`config.mk`:
```
export PLATFORM = sky130hd
export DESIGN_NAME = glove_pos_tracker
export DESIGN_NICKNAME = d
export VERILOG_FILES = /design/src/rtl/glove_pos_tracker.sv
export SDC_FILE = /design/constraint.sdc
export NUM_CORES = 1
export LEC_CHECK = 0
export ABC_AREA = 1
export CAP_MARGIN = 20
export CORE_MARGIN = 2
export CORE_UTILIZATION = 53
export DETAILED_ROUTE_END_ITERATION = 8
export GPL_TIMING_DRIVEN = 0
export PLACE_DENSITY_LB_ADDON = 0.3
export SYNTH_ARGS = -nofsm -noshare
export SYNTH_HDL_FRONTEND = slang
export SYNTH_SLANG_ARGS = --single-unit
```
`constraint.sdc`:
```
create_clock -name clk -period 5.1 [get_ports clk]
set_input_delay 0.51 -clock clk [delete_from_list [all_inputs] [get_ports clk]]
set_output_delay 0.51 -clock clk [all_outputs]
set_load 0.005 [all_outputs]
```
`src/rtl/glove_pos_tracker.sv`:
```
// glove_pos_tracker: multi-glove position integrator.
// A rate divider produces periodic update ticks. On each tick every glove moves
// per axis with hold-to-accelerate stepping (slow steps first, fast steps after
// ACCEL_TICKS consecutive held ticks), clamped to the configured play area.
// Optional feature macro: GLOVE_VEL_OUT_EN adds the 'vel' output carrying the
// signed per-axis delta applied on the last tick.
module glove_pos_tracker #(
   parameter int NUM_GLOVES     = 2,
   parameter int COORD_W        = 16,
   parameter int TICK_DIV       = 210937,
   parameter int STEP_SLOW      = 15,
   parameter int STEP_FAST      = 60,
   parameter int ACCEL_TICKS    = 4,
   parameter int X_INIT_BASE    = 2000,
   parameter int X_INIT_SPACING = 6000,
   parameter int Y_INIT         = 2000,
   parameter int X_MIN          = 0,
   parameter int X_MAX          = 10000,
   parameter int Y_MIN          = 0,
   parameter int Y_MAX          = 3000
) (
   input  logic                            clk,
   input  logic                            reset,
   input  logic [NUM_GLOVES-1:0]           btn_right,
   input  logic [NUM_GLOVES-1:0]           btn_left,
   input  logic [NUM_GLOVES-1:0]           btn_up,
   input  logic [NUM_GLOVES-1:0]           btn_down,
   input  logic                            recenter,
   output logic [NUM_GLOVES*COORD_W-1:0]   glob_x,
   output logic [NUM_GLOVES*COORD_W-1:0]   glob_y,
   output logic                            tick,
   output logic [NUM_GLOVES-1:0]           moving
`ifdef GLOVE_VEL_OUT_EN
   ,
   output logic [NUM_GLOVES*2*COORD_W-1:0] vel
`endif
);

   localparam int DIV_W = (TICK_DIV > 1) ? $clog2(TICK_DIV) : 1;
   localparam int CNT_W = (ACCEL_TICKS > 0) ? $clog2(ACCEL_TICKS + 1) : 1;
   localparam int SUM_W = COORD_W + 2;

   localparam logic [DIV_W-1:0]   DIV_RELOAD = DIV_W'(TICK_DIV - 1);
   localparam logic [CNT_W-1:0]   CNT_LAST   = CNT_W'(ACCEL_TICKS - 1);
   localparam logic [COORD_W-1:0] STEP_S     = COORD_W'(STEP_SLOW);
   localparam logic [COORD_W-1:0] STEP_F     = COORD_W'(STEP_FAST);
   localparam logic [COORD_W-1:0] XLO        = COORD_W'(X_MIN);
   localparam logic [COORD_W-1:0] XHI        = COORD_W'(X_MAX);
   localparam logic [COORD_W-1:0] YLO        = COORD_W'(Y_MIN);
   localparam logic [COORD_W-1:0] YHI        = COORD_W'(Y_MAX);
   localparam logic [COORD_W-1:0] Y_START    = COORD_W'(Y_INIT);

   typedef enum logic [1:0] {IDLE = 2'd0, SLOW = 2'd1, FAST = 2'd2} state_t;

   // Initial x position of glove idx.
   function automatic logic [COORD_W-1:0] init_x(input int idx);
      return COORD_W'(X_INIT_BASE + idx * X_INIT_SPACING);
   endfunction

   // Direction from a pair of opposing requests; both or neither gives 0.
   function automatic logic signed [1:0] axis_dir(input logic pos, input logic neg);
      logic signed [1:0] d;
      case ({pos, neg})
         2'b10:   d = 2'sd1;
         2'b01:   d = -2'sd1;
         default: d = 2'sd0;
      endcase
      return d;
   endfunction

   // Signed add of one step in the given direction, clamped to [lo, hi].
   function automatic logic [COORD_W-1:0] step_axis(
      input logic [COORD_W-1:0] old,
      input logic signed [1:0]  d,
      input logic [COORD_W-1:0] step,
      input logic [COORD_W-1:0] lo,
      input logic [COORD_W-1:0] hi
   );
      logic signed [SUM_W-1:0] old_e;
      logic signed [SUM_W-1:0] step_e;
      logic signed [SUM_W-1:0] sum;
      logic [COORD_W-1:0]      res;
      old_e  = $signed({2'b00, old});
      step_e = $signed({2'b00, step});
      case (d)
         2'sd1:   sum = old_e + step_e;
         -2'sd1:  sum = old_e - step_e;
         default: sum = old_e;
      endcase
      if (sum < $signed({2'b00, lo})) begin
         res = lo;
      end else if (sum > $signed({2'b00, hi})) begin
         res = hi;
      end else begin
         res = sum[COORD_W-1:0];
      end
      return res;
   endfunction

   logic [DIV_W-1:0] div_r;
   logic             tick_r;
   logic             tick_en;

   assign tick_en = (div_r == {DIV_W{1'b0}});
   assign tick    = tick_r;

   // Update-rate divider: counts down, reloads at zero and flags the tick.
   always_ff @(posedge clk or posedge reset) begin
      if (reset) begin
         div_r  <= DIV_RELOAD;
         tick_r <= 1'b0;
      end else begin
         if (tick_en) begin
            div_r <= DIV_RELOAD;
         end else begin
            div_r <= div_r - DIV_W'(1);
         end
         tick_r <= tick_en;
      end
   end

   for (genvar g = 0; g < NUM_GLOVES; g++) begin : gen_glove
      localparam logic [COORD_W-1:0] X_START = init_x(g);

      state_t             state_r;
      logic [CNT_W-1:0]   cnt_r;
      logic [COORD_W-1:0] x_r;
      logic [COORD_W-1:0] y_r;
      logic               moving_r;
      logic signed [1:0]  dx;
      logic signed [1:0]  dy;
      logic               active;
      logic [COORD_W-1:0] step;
      logic [COORD_W-1:0] nx;
      logic [COORD_W-1:0] ny;

      // Direction decode and candidate next position for this glove.
      always_comb begin
         dx     = axis_dir(btn_right[g], btn_left[g]);
         dy     = axis_dir(btn_up[g], btn_down[g]);
         active = (dx != 2'sd0) || (dy != 2'sd0);
         if (state_r == FAST) begin
            step = STEP_F;
         end else begin
            step = STEP_S;
         end
         nx = step_axis(x_r, dx, step, XLO, XHI);
         ny = step_axis(y_r, dy, step, YLO, YHI);
      end

`ifdef GLOVE_VEL_OUT_EN
      logic [COORD_W-1:0] vx_r;
      logic [COORD_W-1:0] vy_r;

      // Applied per-axis delta from the most recent tick.
      always_ff @(posedge clk or posedge reset) begin
         if (reset) begin
            vx_r <= {COORD_W{1'b0}};
            vy_r <= {COORD_W{1'b0}};
         end else if (recenter) begin
            vx_r <= {COORD_W{1'b0}};
            vy_r <= {COORD_W{1'b0}};
         end else if (tick_en) begin
            if (active) begin
               vx_r <= nx - x_r;
               vy_r <= ny - y_r;
            end else begin
               vx_r <= {COORD_W{1'b0}};
               vy_r <= {COORD_W{1'b0}};
            end
         end
      end

      assign vel[(2*g)*COORD_W +: COORD_W]   = vx_r;
      assign vel[(2*g+1)*COORD_W +: COORD_W] = vy_r;
`endif

      // Accel FSM and position registers; recenter outranks the tick.
      always_ff @(posedge clk or posedge reset) begin
         if (reset) begin
            state_r  <= IDLE;
            cnt_r    <= {CNT_W{1'b0}};
            x_r      <= X_START;
            y_r      <= Y_START;
            moving_r <= 1'b0;
         end else if (recenter) begin
            state_r  <= IDLE;
            cnt_r    <= {CNT_W{1'b0}};
            x_r      <= X_START;
            y_r      <= Y_START;
            moving_r <= 1'b0;
         end else if (tick_en) begin
            if (!active) begin
               state_r  <= IDLE;
               cnt_r    <= {CNT_W{1'b0}};
               moving_r <= 1'b0;
            end else begin
               x_r      <= nx;
               y_r      <= ny;
               moving_r <= 1'b1;
               case (state_r)
                  IDLE: begin
                     cnt_r <= CNT_W'(1);
                     if (ACCEL_TICKS <= 1) begin
                        state_r <= FAST;
                     end else begin
                        state_r <= SLOW;
                     end
                  end
                  SLOW: begin
                     if (cnt_r == CNT_LAST) begin
                        state_r <= FAST;
                     end else begin
                        cnt_r <= cnt_r + CNT_W'(1);
                     end
                  end
                  FAST: begin
                     state_r <= FAST;
                  end
                  default: begin
                     state_r <= IDLE;
                     cnt_r   <= {CNT_W{1'b0}};
                  end
               endcase
            end
         end
      end

      assign glob_x[g*COORD_W +: COORD_W] = x_r;
      assign glob_y[g*COORD_W +: COORD_W] = y_r;
      assign moving[g]                    = moving_r;
   end

endmodule

```
==> out/metrics.cfg <==
[clock_network]
clk_transition_reported_paths_ns = 0.07
htreeDepth = 3
cts_setup_buffers = 0
cts_tree = built
clk-insertion-delay-late_ns = 0.36
ctsHoldBuffers = 0
clock-root-buffer = sky130_fd_sc_hd__clkbuf_16
cts-root-to-sink-buffers = 2
cts_buffers = 9
clock-sinks = 95
post_cts_resized = 0

[critical_path]
worst-path-buf-inv = 4
critical-path-slowest-cell = sky130_fd_sc_hd__ha_1
cp.required_ns = 5.35
setup.worst_path.end_class = flop
cpLargestDelayFamily = adder cells
worst_ep_arrival_time_ns = 4.41
crit_path_start_kind = flop
cpMostUsedCell = sky130_fd_sc_hd__nand2_1
critical_path.max_stage_delay_ns = 0.52
reg2reg_setup_slack_ns = 0.94
worst-setup-path-type = flop to flop
crit_fanout = 14
critical_path.cell_chain = inv_1 > ha_1 > inv_1 > ha_1 > fa_1 > inv_1 > nand2_1 > nand2_1 > nand2_1 > nand3_1 > nor2_1 > a21oi_1 > a21oi_1 > a21oi_1 > nand2_1 > nand2_1 > nand3_2 > buf_6 > nand3b_1 > nand2_1

[timing]
finalCriticalPeriod_ns = 4.16
max_slew.worst_pin.slew_ns = 0.770
max_freq_mhz = 240
final.setup.worst_slack_ns = 0.938
setup-violations-final = 0
timing.final.max_slew_violations = 0
hold_violations = 0
fin_setup_tns_ns = 0
final.setup_skew_ns = 0.00864
grt_setup_unrepaired = false
timing.slew.headroom_pct = 48.5
period_share_pct = 81.6

[logic_synthesis]
synth-compound-area-share_pct = 7.85
synthesis.instances = 1766
synthAdderAreaFrac_pct = 7.82
synth-seq-area-share_pct = 23.4
synthSimpleGateAreaFrac_pct = 50.0
combinational_family_with_the_most_area_after_synthesis = simple AND/OR/NAND/NOR gates
synth_area_um2 = 10400
yosys-mux-area-fraction_pct = 0
postSynth.asyncResetShare_pct = 100
post_synth.cell_area_avg_um2 = 5.87
synth_top_flop_cell = sky130_fd_sc_hd__dfrtp_1
synth.lib_cells_used.distinct = 38
synth_xor_area_share_pct = 0.592
ys_seq_elements = 95
post_synth_edffs = 0
synthesis.yosys.warnings = 0
synth_nets = 1837

[place]
count_of_buffers_from_port_buffering = 77
gp_congestion = 0.960
post-place-ws_ns = 1.04
detailed_placement_hpwl_um = 23700

[detailed_routing]
detail_route.wirelength_um = 31000
drt-vias-per-instance = 5.60
wire_per_inst_um = 14.6
ant_nets = 0
dr.pass1.iters = 6
num_vias = 11900
dr.first_iter.drc_count = 910
drc_violations_left = 0

[power_and_ir_drop]
combinationalPowerShare_pct = 30.5
peak_supply_drop_mv = 0.189
share_seq_of_total_power_pct = 36.5
share_clk_of_total_power_pct = 33.0
total_leakage_power_nw = 5.84
power_switching_share_pct = 36.0
pwr_density_cell_nw_per_um2 = 181
net-switching-power_w = 0.000770
p_int_w = 0.00137

[finish]
fillers = 1923
num-nets-final = 1926
final_layout_size_suffix_gt1_share_pct = 7.58
area_delta_synth_final_pct = 13.9
antenna-diode-count = 0

[floorplan]
die-width_um = 144
design.core.area_um2 = 19300
initial_utilization_pct = 53.6
dieArea_um2 = 20700
fp.dieH_um = 144
floorplan.io_pins = 78
rows = 51

[global_routing]
grt_start_max_net_pins = 75
antenna_violations_before_repair = 0
grt_overflow_total = 0
first_pass_grt_wire_length_um = 50500
grt_pass1_vias = 10700
grt_usage_pct = 29.9

[status]
outcome = complete, no violations

[hold_path]
hold_path.class = input pin to asynchronous set/reset pin

[job]
cap_violations = 0

[final timing paths]
kind / from / depth (start not counted) / end
setup / recovery: gen_glove[0].state_r[0] / 20 / gen_glove[0].x_r[0]
hold / removal: reset / 2 / gen_glove[0].x_r[12]
setup reg to reg: gen_glove[0].state_r[0] / 20 / gen_glove[0].x_r[0]
hold reg to reg: div_r[4] / 2 / div_r[4]
max in group asynchronous: reset / 3 / gen_glove[1].x_r[9]
min in group clk: div_r[4] / 2 / div_r[4]
[worst register-to-register path: stages, from the launching register on]
cell,delay (ns)
sky130_fd_sc_hd__dfrtp_1,0.41
sky130_fd_sc_hd__inv_1,0.10
sky130_fd_sc_hd__ha_1,0.52
sky130_fd_sc_hd__inv_1,0.48
sky130_fd_sc_hd__ha_1,0.37
sky130_fd_sc_hd__fa_1,0.43
sky130_fd_sc_hd__inv_1,0.11
sky130_fd_sc_hd__nand2_1,0.19
sky130_fd_sc_hd__nand2_1,0.14
sky130_fd_sc_hd__nand2_1,0.06
sky130_fd_sc_hd__nand3_1,0.08
sky130_fd_sc_hd__nor2_1,0.04
sky130_fd_sc_hd__a21oi_1,0.32
sky130_fd_sc_hd__a21oi_1,0.08
sky130_fd_sc_hd__a21oi_1,0.15
sky130_fd_sc_hd__nand2_1,0.08
sky130_fd_sc_hd__nand2_1,0.09
sky130_fd_sc_hd__nand3_2,0.10
sky130_fd_sc_hd__buf_6,0.17
sky130_fd_sc_hd__nand3b_1,0.09
sky130_fd_sc_hd__nand2_1,0.06
[stage by stage]
| step | instance area (um2) | utilization [%] | instances | hold WS (ns) | power [W] |
|---|---|---|---|---|---|
| after global placement | 11500 | 59.3 | 2108 | 0.459 | 0.00141 |
| after CTS | 11800 | 61.0 | 2125 | 0.472 | 0.00214 |
| after detailed placement | 11500 | 59.5 | 2109 | 0.464 | 0.00143 |
| after floorplan | 10400 | - | 1766 | 0.443 | 0.00126 |
| final | 11800 | 61.0 | 2125 | 0.467 | 0.00214 |
| after global routing | 11800 | 61.0 | 2125 | 0.506 | 0.00226 |
[power groups by stage]
stage	Clock [W]	Sequential, W	Combinational [W]
final	0.000706	0.000781	0.000652
after CTS	0.000717	0.000781	0.000640
after global routing	0.000747	0.000783	0.000731
after floorplan	0	0.000791	0.000473
after detailed placement	0	0.000794	0.000636
after global placement	0	0.000793	0.000615
[cell families (layout without fill, tap and decap cells)]
kind of cell,Yosys count,count (layout)
AND/OR/NAND/NOR,1191,1191
buffers and inverters,264,358
AO/OA/AOI/OAI,149,149
flip-flops,95,95
adder cells (fa/ha/maj),60,60
XOR/XNOR,7,7
[cells in the final DEF, fill, tap and decap left out, drive strengths merged, types with 6 or more instances in the layout]
cell           synthesis  layout
ha                    52      52
o21ai                 65      65
o21bai                 7       7
xor2                   6       6
dfstp                 36      36
inv                  209     211
nand2                588     588
buf                   37      38
fa                     8       8
nor2                 223     223
nand3b                19      19
dfrtp                 59      59
nor3                  13      13
a21oi                 57      57
clkbuf                18      28
clkdlybuf4s50          0      77
nand4                 42      42
nand3                293     293
[flip-flops by register name (all words and copies together) (netlist names)]
register / count
gen_glove.y_r: 32
div_r: 18
gen_glove.moving_r: 2
gen_glove.cnt_r: 6
gen_glove.x_r: 32
tick: 1
gen_glove.state_r: 4
[area by class of cell]
class | instances | area [um2] | area share [%]
inverters | 209 | 787 | 6.67
well taps | 265 | 332 | 2.81
repair buffers | 78 | 798 | 6.76
flip-flops and latches | 95 | 2420 | 20.5
plain buffers | 55 | 290 | 2.46
clock buffers | 10 | 239 | 2.03
multi-input cells | 1407 | 6870 | 58.2
clock inverters | 6 | 66.3 | 0.562
[routing by layer]
metal	GRT usage (%)	wire length (um)
met1	42.0	13900
met2	48.3	14100
met3	3.20	2300
met4	9.80	654
met5	0	0
[cells in the mapped netlist, drive strengths merged, types with 2 or more instances]
master	instances	area [um2]
and3	3	18.8
o21ai	65	325
and2	2	12.5
xor2	6	52.6
o221ai	4	35.0
nor2	223	877
o21bai	7	52.6
nand3	293	1520
or2	5	31.3
dfstp	36	946
nor4	3	18.8
fa	8	160
nor3	13	75.1
a221oi	2	17.5
clkbuf	18	67.6
a21oi	57	285
nand3b	19	143
o211ai	4	30.0
nand2	588	2220
inv	209	785
o22ai	5	31.3
ha	52	651
dfrtp	59	1480
buf	37	223
o31ai	3	22.5
nand4	42	263
No activity file was read; power rests on OpenSTA's default activity.
